File: config.mk
export PLATFORM = sky130hd
export DESIGN_NAME = imem_dmem_port_arbiter
export DESIGN_NICKNAME = d
export VERILOG_FILES = /design/src/rtl/imem_dmem_port_arbiter.sv
export SDC_FILE = /design/constraint.sdc
export NUM_CORES = 1
export LEC_CHECK = 0
export ABC_AREA = 1
export BUFFER_PORTS_ARGS = -buffer_cell sky130_fd_sc_hd__buf_2
export CORE_MARGIN = 3
export CORE_UTILIZATION = 26
export CTS_BUF_LIST = sky130_fd_sc_hd__clkbuf_8 sky130_fd_sc_hd__clkbuf_16
export CTS_CLUSTER_SIZE = 25
export DETAILED_ROUTE_END_ITERATION = 7
export HOLD_SLACK_MARGIN = 0.12
export PLACE_DENSITY = 0.6
export REMOVE_ABC_BUFFERS = 1
export SLEW_MARGIN = 0
export SYNTH_ARGS = -nofsm -noshare
export SYNTH_HDL_FRONTEND = slang
export SYNTH_SLANG_ARGS = --single-unit
File: constraint.sdc
create_clock -name clk -period 5.06 [get_ports clk]
set_clock_uncertainty 0.1 [all_clocks]
set_input_delay 0.253 -clock clk [delete_from_list [all_inputs] [get_ports clk]]
set_output_delay 0.253 -clock clk [all_outputs]
set_load 0.02 [all_outputs]
File: src/rtl/imem_dmem_port_arbiter.sv
// Arbitrates one single-ported unified memory between instruction fetch and the MEM stage.
// Optional macro FETCH_STARVE_GUARD_EN bounds how long data grants may keep fetch waiting.
module imem_dmem_port_arbiter #(
  parameter int AW           = 32,
  parameter int DW           = 32,
  parameter int STARVE_LIMIT = 4
) (
  input  logic          clk,
  input  logic          reset,
  input  logic          if_req,
  input  logic [AW-1:0] if_addr,
  input  logic          if_kill,
  output logic [DW-1:0] if_rdata,
  output logic          if_valid,
  output logic          if_stall,
  input  logic          dm_read,
  input  logic          dm_write,
  input  logic [AW-1:0] dm_addr,
  input  logic [DW-1:0] dm_wdata,
  output logic [DW-1:0] dm_rdata,
  output logic          dm_valid,
  output logic          dm_stall,
  output logic          mem_req,
  output logic          mem_we,
  output logic [AW-1:0] mem_addr,
  output logic [DW-1:0] mem_wdata,
  input  logic [DW-1:0] mem_rdata,
  input  logic          mem_ready
);

  typedef enum logic [1:0] {IDLE, DATA, FETCH} state_t;

  state_t state, state_next;
  logic   kill_flag;
  logic   dm_req, f_req, starve;
  logic   grant_data, grant_fetch, done, fetch_killed;

  if (STARVE_LIMIT < 1) begin : g_bad_limit
    $error("STARVE_LIMIT must be at least 1");
  end

  // A requester is excluded in its own valid cycle so it cannot be re-granted for the same access.
  assign dm_req       = (dm_read | dm_write) & ~dm_valid;
  assign f_req        = if_req & ~if_valid & ~if_kill;
  assign done         = mem_req & mem_ready;
  assign fetch_killed = kill_flag | if_kill;
  assign if_stall     = if_req & ~if_valid;
  assign dm_stall     = (dm_read | dm_write) & ~dm_valid;

  assign grant_fetch  = (state == IDLE) & f_req & (~dm_req | starve);
  assign grant_data   = (state == IDLE) & dm_req & ~grant_fetch;

`ifdef FETCH_STARVE_GUARD_EN
  localparam int CW = $clog2(STARVE_LIMIT + 1);
  logic [CW-1:0] starve_cnt;

  assign starve = (starve_cnt >= CW'(STARVE_LIMIT)) & f_req;

  always_ff @(posedge clk or posedge reset) begin
    if (reset) begin
      starve_cnt <= '0;
    end else if (grant_fetch) begin
      starve_cnt <= '0;
    end else if (grant_data && if_req && starve_cnt < CW'(STARVE_LIMIT)) begin
      starve_cnt <= starve_cnt + 1'b1;
    end
  end
`else
  assign starve = 1'b0;
`endif

  always_ff @(posedge clk or posedge reset) begin
    if (reset) state <= IDLE;
    else       state <= state_next;
  end

  always_comb begin
    // NOTE: default first so every path assigns state_next and no latch is inferred.
    state_next = state;
    case (state)
      IDLE: begin
        if (grant_data)       state_next = DATA;
        else if (grant_fetch) state_next = FETCH;
      end
      DATA, FETCH: if (done) state_next = IDLE;
      default: state_next = IDLE;
    endcase
  end

  always_ff @(posedge clk or posedge reset) begin
    if (reset) begin
      mem_req   <= 1'b0;
      mem_we    <= 1'b0;
      mem_addr  <= '0;
      mem_wdata <= '0;
      if_rdata  <= '0;
      if_valid  <= 1'b0;
      dm_rdata  <= '0;
      dm_valid  <= 1'b0;
      kill_flag <= 1'b0;
    end else begin
      // NOTE: non-blocking assignments keep every register sampling pre-edge values.
      if_valid <= 1'b0;
      dm_valid <= 1'b0;
      case (state)
        IDLE: begin
          kill_flag <= 1'b0;
          if (grant_data) begin
            mem_req   <= 1'b1;
            mem_we    <= dm_write;
            mem_addr  <= dm_addr;
            mem_wdata <= dm_wdata;
          end else if (grant_fetch) begin
            mem_req   <= 1'b1;
            mem_we    <= 1'b0;
            mem_addr  <= if_addr;
            mem_wdata <= '0;
          end
        end
        DATA: begin
          if (done) begin
            mem_req  <= 1'b0;
            mem_we   <= 1'b0;
            dm_valid <= 1'b1;
            if (!mem_we) dm_rdata <= mem_rdata;
          end
        end
        FETCH: begin
          if (done) begin
            mem_req   <= 1'b0;
            kill_flag <= 1'b0;
            if (!fetch_killed) begin
              if_rdata <= mem_rdata;
              if_valid <= 1'b1;
            end
          end else if (if_kill) begin
            kill_flag <= 1'b1;
          end
        end
        default: mem_req <= 1'b0;
      endcase
    end
  end

endmodule
==> impl_metrics.yaml, run 1 <==
synth:
  yosysSeqAreaShare_pct: 60.80
  distinct_cell_type_count_after_synthesis: 23
  syn-cell-area_mm2: 0.005557
  synth.yosys.warnings: 0
  postSynthRegisterBits: 135
  postSynthAreaPerCell_um2: 8.962
  syn-instance-count: 620
clock_network:
  cts_root_buffer: "sky130_fd_sc_hd__clkbuf_16"
  h-tree-depth: 4
  clk_buf_depth: 2
  clk_latency_ns: 0.41
  cts_tree: "built"
  post-cts-setup-buffers: 0
  post_cts_resized: 0
  ctsHoldBuffers: 131
  clock_sinks: 135
  cts.clk_slew.worst_paths_ns: 0.06
  cts_made_buffers: 17
global_route:
  grtUsageTotal_pct: 15.51
  grt_antenna_before_repair: 0
  grt-ovfl-total: 0
  grt_max_degree: 95
  via_count_of_the_first_global_routing_pass: 5787
  wire_length_of_the_first_global_routing_pass_mm: 29.47
power:
  share_seq_of_total_power_pct: 32.2
  static-leakage-power_uw: 0.004903
  share_comb_of_total_power_pct: 45.4
  netSwitchingFraction_pct: 42.22
  clock_network_fraction_of_total_power_pct: 22.4
  intPower_uw: 3262
  cellPowerDensity_mw_per_mm2: 629.4
  peakVddDrop_uv: 269.0
  total_switching_power_uw: 2384
  finalPower_uw: 5645
route:
  drcViolationCount: 0
  routed_wire_length_per_instance_um: 14.30
  drtAntennaViolNets: 0
  drt_pass1_iterations: 4
  via_count: 5588
  viasPerCell: 4.332
  drt-initial-drc-count: 274
  postRouteWirelength_mm: 18.45
layout:
  final_common_cell: "sky130_fd_sc_hd__buf_2"
  drive_gt1_share_pct: 31.27
  design_area_mm2: 0.008970
  area_growth_syn_to_layout_pct: 61.43
  n_fill_cell: 2021
  layout.core_utilization_pct: 43.49
  insertedDiodeCount: 0
  mostFrequentLayoutCells: "sky130_fd_sc_hd__buf_2 (268), sky130_fd_sc_hd__nand2_1 (216), sky130_fd_sc_hd__dfrtp_1 (135)"
  final_nets: 1145
run:
  drv.max_cap_violation_count: 0
setup_path:
  critical_path_class: "register to register"
  worstPathArrival_ns: 3.83
  reg2reg_from: "state[0]"
  worst_setup_path_start_kind: "register"
  critPathMaxFanout: 62
  cp-end-kind: "register"
  crit_required_ns: 5.31
  reg2reg_setup_slack_ns: 1.48
  reg2regPathDepth: 7
  timing.rr.end: "mem_addr[30]"
place:
  dp_slack_ns: 2.020
  hpwl_mm: 11.82
  placedInstanceArea_mm2: 0.007066
  place_congestion: 0.8780
  port_buffers: 268
timing:
  layout_setup_ws_ns: 1.479
  final.period_utilization_pct: 70.77
  post_route_minimum_period_ns: 3.581
  summed_negative_setup_slack_over_all_endpoints_ns: 0
  grt_setup_unrepaired: "false"
  achievable-frequency_ghz: 0.2792
  max_slew_margin_pct: 26.28
  finalSetupViolations: 0
  hold_viol_final: 0
  tightestPinTransition_ns: 1.106
  timing_max_transition_violations_final: 0
floorplanning:
  die_height_um: 152.2
  dieArea_mm2: 0.02316
  ios: 269
  start_util_pct: 26.94
  fp-row-count: 52
  core_area_mm2: 0.02062
  die_x_um: 152.2
worst_hold_path:
  worst_hold_path.endpoint: "mem_addr[0]"
  worst_hold_path_type: "primary input to register"
  hold_path.startpoint: "dm_addr[0]"
  hold_depth: 5
outcome:
  status: "completed"
worst max path at each step:
stage	start	to	depth (start not counted)
floorplan	reset	dm_rdata[0]	1
global placement	state[0]	mem_wdata[1]	6
detailed placement	state[0]	mem_wdata[1]	6
CTS	state[0]	mem_addr[15]	7
global route	state[0]	mem_addr[30]	7
finish	state[0]	mem_addr[30]	7
final cells by class:
type / count / area, um^2 / share of cell area, %
timing repair buffer: 402 / 2675 / 29.82
inverter: 57 / 221.5 / 2.469
clock buffer: 17 / 425.4 / 4.743
clock inverter: 15 / 167.7 / 1.869
tap: 270 / 337.8 / 3.766
multi-input combinational: 394 / 1764 / 19.67
sequential: 135 / 3378 / 37.66
cells in the mapped netlist:
master	count	area, um^2
sky130_fd_sc_hd__nand4_2	1	12.51
sky130_fd_sc_hd__nand2_1	217	814.5
sky130_fd_sc_hd__nand4_1	4	25.02
sky130_fd_sc_hd__inv_2	3	11.26
sky130_fd_sc_hd__clkbuf_1	5	18.77
sky130_fd_sc_hd__inv_4	1	6.260
sky130_fd_sc_hd__nand2_2	5	31.28
sky130_fd_sc_hd__buf_6	5	56.30
sky130_fd_sc_hd__o21ai_0	1	5.000
sky130_fd_sc_hd__nand3_1	92	460.4
sky130_fd_sc_hd__nor2_2	2	12.51
sky130_fd_sc_hd__nor3_1	1	5.000
sky130_fd_sc_hd__buf_1	2	7.510
sky130_fd_sc_hd__dfrtp_1	135	3378
sky130_fd_sc_hd__nand3_4	1	17.52
sky130_fd_sc_hd__o21ai_1	64	320.3
sky130_fd_sc_hd__a21oi_1	1	5.000
sky130_fd_sc_hd__ha_1	3	37.54
sky130_fd_sc_hd__buf_4	3	22.52
sky130_fd_sc_hd__nor2_4	1	11.26
sky130_fd_sc_hd__inv_1	53	198.9
sky130_fd_sc_hd__buf_2	19	95.09
sky130_fd_sc_hd__nor2_1	1	3.750
worst max-delay path, stage by stage, from the launching register on:
cell and delay (ns):
sky130_fd_sc_hd__dfrtp_1 0.39, sky130_fd_sc_hd__inv_1 0.09, sky130_fd_sc_hd__ha_1 0.43, sky130_fd_sc_hd__nand3_4 0.59
sky130_fd_sc_hd__inv_2 1.04, sky130_fd_sc_hd__nand2_1 0.14, sky130_fd_sc_hd__nand3_1 0.13, sky130_fd_sc_hd__dlygate4sd3_1 0.56
metrics by stage:
stage,hold WS [ns],instances
final,0.1451,1290
after global routing,0.1516,1290
after CTS,0.1250,1290
after detailed placement,0.3528,1127
after global placement,0.3491,1127
after floorplan,0.2698,586
flip-flops by register name (all words and copies together) (netlist names):
name and flops:
kill_flag 1, dm_rdata 32, mem_wdata 32, mem_addr 32, mem_req 1, dm_valid 1, if_rdata 32, mem_we 1
if_valid 1, state 2
routing by layer:
layer	part of all wire (%)	track usage [%]	wire [um]	up-vias
met4	2.1	5.608	392	0
met1	43	18.59	7840	2588
met5	0	0	0	-
met2	47	25.72	8688	231
met3	8.3	5.680	1524	27
li1	-	-	-	2742
power by group through the flow:
stage / clock, uW / sequential, uW / combinational [uW]
6_report: 1260 / 1820 / 2560
5_1_grt: 1350 / 1880 / 2800
4_1_cts: 1310 / 1810 / 2570
3_5_place_dp: 0 / 1820 / 2280
3_3_place_gp: 0 / 1810 / 2240
2_1_floorplan: 0 / 2390 / 842
kinds of logic after synthesis:
| group | share of synthesized area, % |
|---|---|
| compound gates | 5.944 |
| fa+ha+maj | 0.6756 |
| buf+inv | 7.498 |
| flops | 60.80 |
| simple gates | 25.08 |
Power figures use the tool's default switching activity.
==> inputs of run 2 (changes only) <==
--- a/config.mk
+++ b/config.mk
@@ -13,7 +13,7 @@
 export CTS_CLUSTER_SIZE = 25
 export DETAILED_ROUTE_END_ITERATION = 7
 export HOLD_SLACK_MARGIN = 0.12
-export PLACE_DENSITY = 0.6
+export PLACE_DENSITY = 0.62
 export REMOVE_ABC_BUFFERS = 1
 export SLEW_MARGIN = 0
 export SYNTH_ARGS = -nofsm -noshare
==> constraint.sdc (replaced) <==
create_clock -name clk -period 3.2 [get_ports clk]
set_clock_uncertainty 0.1 [all_clocks]
set_input_delay 0.16 -clock clk [delete_from_list [all_inputs] [get_ports clk]]
set_output_delay 0.16 -clock clk [all_outputs]
set_load 0.02 [all_outputs]
==> run 2 against run 1 <==
Sequential power up 59%. Clock-buffer cell count up 1. Cell count up 0.47%. Fmax up 30%. Worst setup slack worse by 1.0 ns. Critical endpoint is now mem_addr[28]. Non-clock buffer count up 6. Via count up 1.8%. Sequential share of layout area down 0.23 points. Register-to-register slack worse by 1.0 ns. Wire length down 0.35%.
==> impl_metrics.yaml, run 2 (synthesized netlist as in run 1, its figures left out) <==
clock_network:
  h-tree-depth: 4
  cts_root_buffer: "sky130_fd_sc_hd__clkbuf_16"
  clock_sinks: 135
  post-cts-setup-buffers: 0
  clk_latency_ns: 0.40
  cts_made_buffers: 17
  cts.clk_slew.worst_paths_ns: 0.06
  cts_tree: "built"
  clk_buf_depth: 2
layout:
  design_area_mm2: 0.009026
  area_growth_syn_to_layout_pct: 62.44
  final_nets: 1151
  final_common_cell: "sky130_fd_sc_hd__buf_2"
  mostFrequentLayoutCells: "sky130_fd_sc_hd__buf_2 (268), sky130_fd_sc_hd__nand2_1 (216), sky130_fd_sc_hd__dfrtp_1 (135)"
  insertedDiodeCount: 0
  layout.core_utilization_pct: 43.76
  drive_gt1_share_pct: 31.38
setup_path:
  critical_path.startpoint: "state[0]"
  worst_setup_path_start_kind: "register"
  cp-end-kind: "register"
  critical_path_class: "register to register"
  reg2reg_from: "state[0]"
  crit_required_ns: 3.44
  critPathMaxFanout: 28
  worstPathArrival_ns: 3.00
floorplanning:
  die_height_um: 152.2
  fp-row-count: 52
  die_x_um: 152.2
  core_area_mm2: 0.02062
  start_util_pct: 26.94
  dieArea_mm2: 0.02316
  ios: 269
global_route:
  grt_antenna_before_repair: 0
  via_count_of_the_first_global_routing_pass: 5935
  wire_length_of_the_first_global_routing_pass_mm: 30.24
  grt-ovfl-total: 0
  grtUsageTotal_pct: 15.88
  grt_max_degree: 114
power:
  finalPower_uw: 8965
  peakVddDrop_uv: 412.2
  cellPowerDensity_mw_per_mm2: 993.2
  static-leakage-power_uw: 0.004921
route:
  via_count: 5688
  routed_wire_length_per_instance_um: 14.18
  viasPerCell: 4.389
  drt_pass1_iterations: 4
  drt-initial-drc-count: 406
  postRouteWirelength_mm: 18.38
  drtAntennaViolNets: 0
  drcViolationCount: 0
timing:
  post_route_minimum_period_ns: 2.758
  max_slew_margin_pct: 29.70
  summed_negative_setup_slack_over_all_endpoints_ns: 0
  achievable-frequency_ghz: 0.3626
  finalSetupViolations: 0
  grt_setup_unrepaired: "false"
  tightestPinTransition_ns: 1.055
  timing_max_transition_violations_final: 0
  final.period_utilization_pct: 86.18
  hold_viol_final: 0
place:
  port_buffers: 268
  place_congestion: 0.9467
  placedInstanceArea_mm2: 0.007096
  hpwl_mm: 12.03
worst_hold_path:
  hold_path.startpoint: "if_req"
  worst_hold_path_type: "primary input to register"
run:
  drv.max_cap_violation_count: 0
outcome:
  status: "completed"
## run 2: changes by cell type in the layout (fill, tap and decap cells not counted)
cell                            delta
sky130_fd_sc_hd__buf_4             +4
sky130_fd_sc_hd__inv_6             -3
sky130_fd_sc_hd__clkinvlp_4        +2
sky130_fd_sc_hd__dlygate4sd3_1     +2
sky130_fd_sc_hd__clkbuf_8          +1
sky130_fd_sc_hd__clkinv_4          -1
sky130_fd_sc_hd__inv_1             +1
sky130_fd_sc_hd__nand4_2           -1
sky130_fd_sc_hd__nand4_4           +1
## run 2: power by group
group,internal (uW),switching (uW)
logic,1560,2570
registers,2470,419
clock network,1180,773
## run 2: per-stage QoR
| stage | setup WS (ns) | hold slack [ns] | cells |
|---|---|---|---|
| after global placement | 0.5781 | 0.2597 | 1131 |
| after global routing | 0.2655 | 0.2186 | 1296 |
| final | 0.4424 | 0.2202 | 1296 |
| after CTS | 0.2265 | 0.1631 | 1296 |
| after detailed placement | 0.4658 | 0.2648 | 1131 |
| after floorplan | -0.6711 | 0.1768 | 586 |
## run 2: worst max-delay path, cell delays in order (launching register included)
cell                            delay, ns
sky130_fd_sc_hd__dfrtp_1             0.39
sky130_fd_sc_hd__inv_1               0.09
sky130_fd_sc_hd__ha_1                0.46
sky130_fd_sc_hd__nand2_2             0.13
sky130_fd_sc_hd__nor2_4              0.55
sky130_fd_sc_hd__nand3_1             0.25
sky130_fd_sc_hd__nand3_1             0.15
sky130_fd_sc_hd__dlygate4sd3_1       0.55
## run 2: what timing repair did
| item | CTS | global route |
|---|---|---|
| endpoints found under the hold margin | 244 | 0 |
| hold buffers | 133 | 0 |
| gates resized for setup | 0 | 1 |
| endpoints found under the setup margin | 0 | 4 |
## run 2: final cells by class
cell class,count,area (um^2)
Tap cell,270,337.8
Clock buffer,18,439.2
Multi-Input combinational cell,394,1773
Timing Repair Buffer,408,2725
Sequential cell,135,3378
Clock inverter,14,151.4
Inverter,57,221.5
Fill cell,2003,11600
## run 2: worst paths after layout
kind	end	slack [ns]	cells after the start
worst max-delay path	mem_addr[28]	0.44	7
max in group asynchronous	if_rdata[6]	1.69	4
min in group asynchronous	if_valid	0.44	3
worst max register to register	mem_addr[28]	0.44	7
worst min-delay path	state[0]	0.22	6
worst min register to register	mem_wdata[16]	0.37	2
## run 2: routing by layer
| layer | wire (um) | GRT usage (%) | part of all wire (%) |
|---|---|---|---|
| met5 | 0 | 0 | 0 |
| met4 | 391 | 5.479 | 2.1 |
| met3 | 1613 | 5.851 | 8.8 |
| met2 | 8379 | 25.28 | 46 |
| met1 | 7997 | 20.00 | 44 |
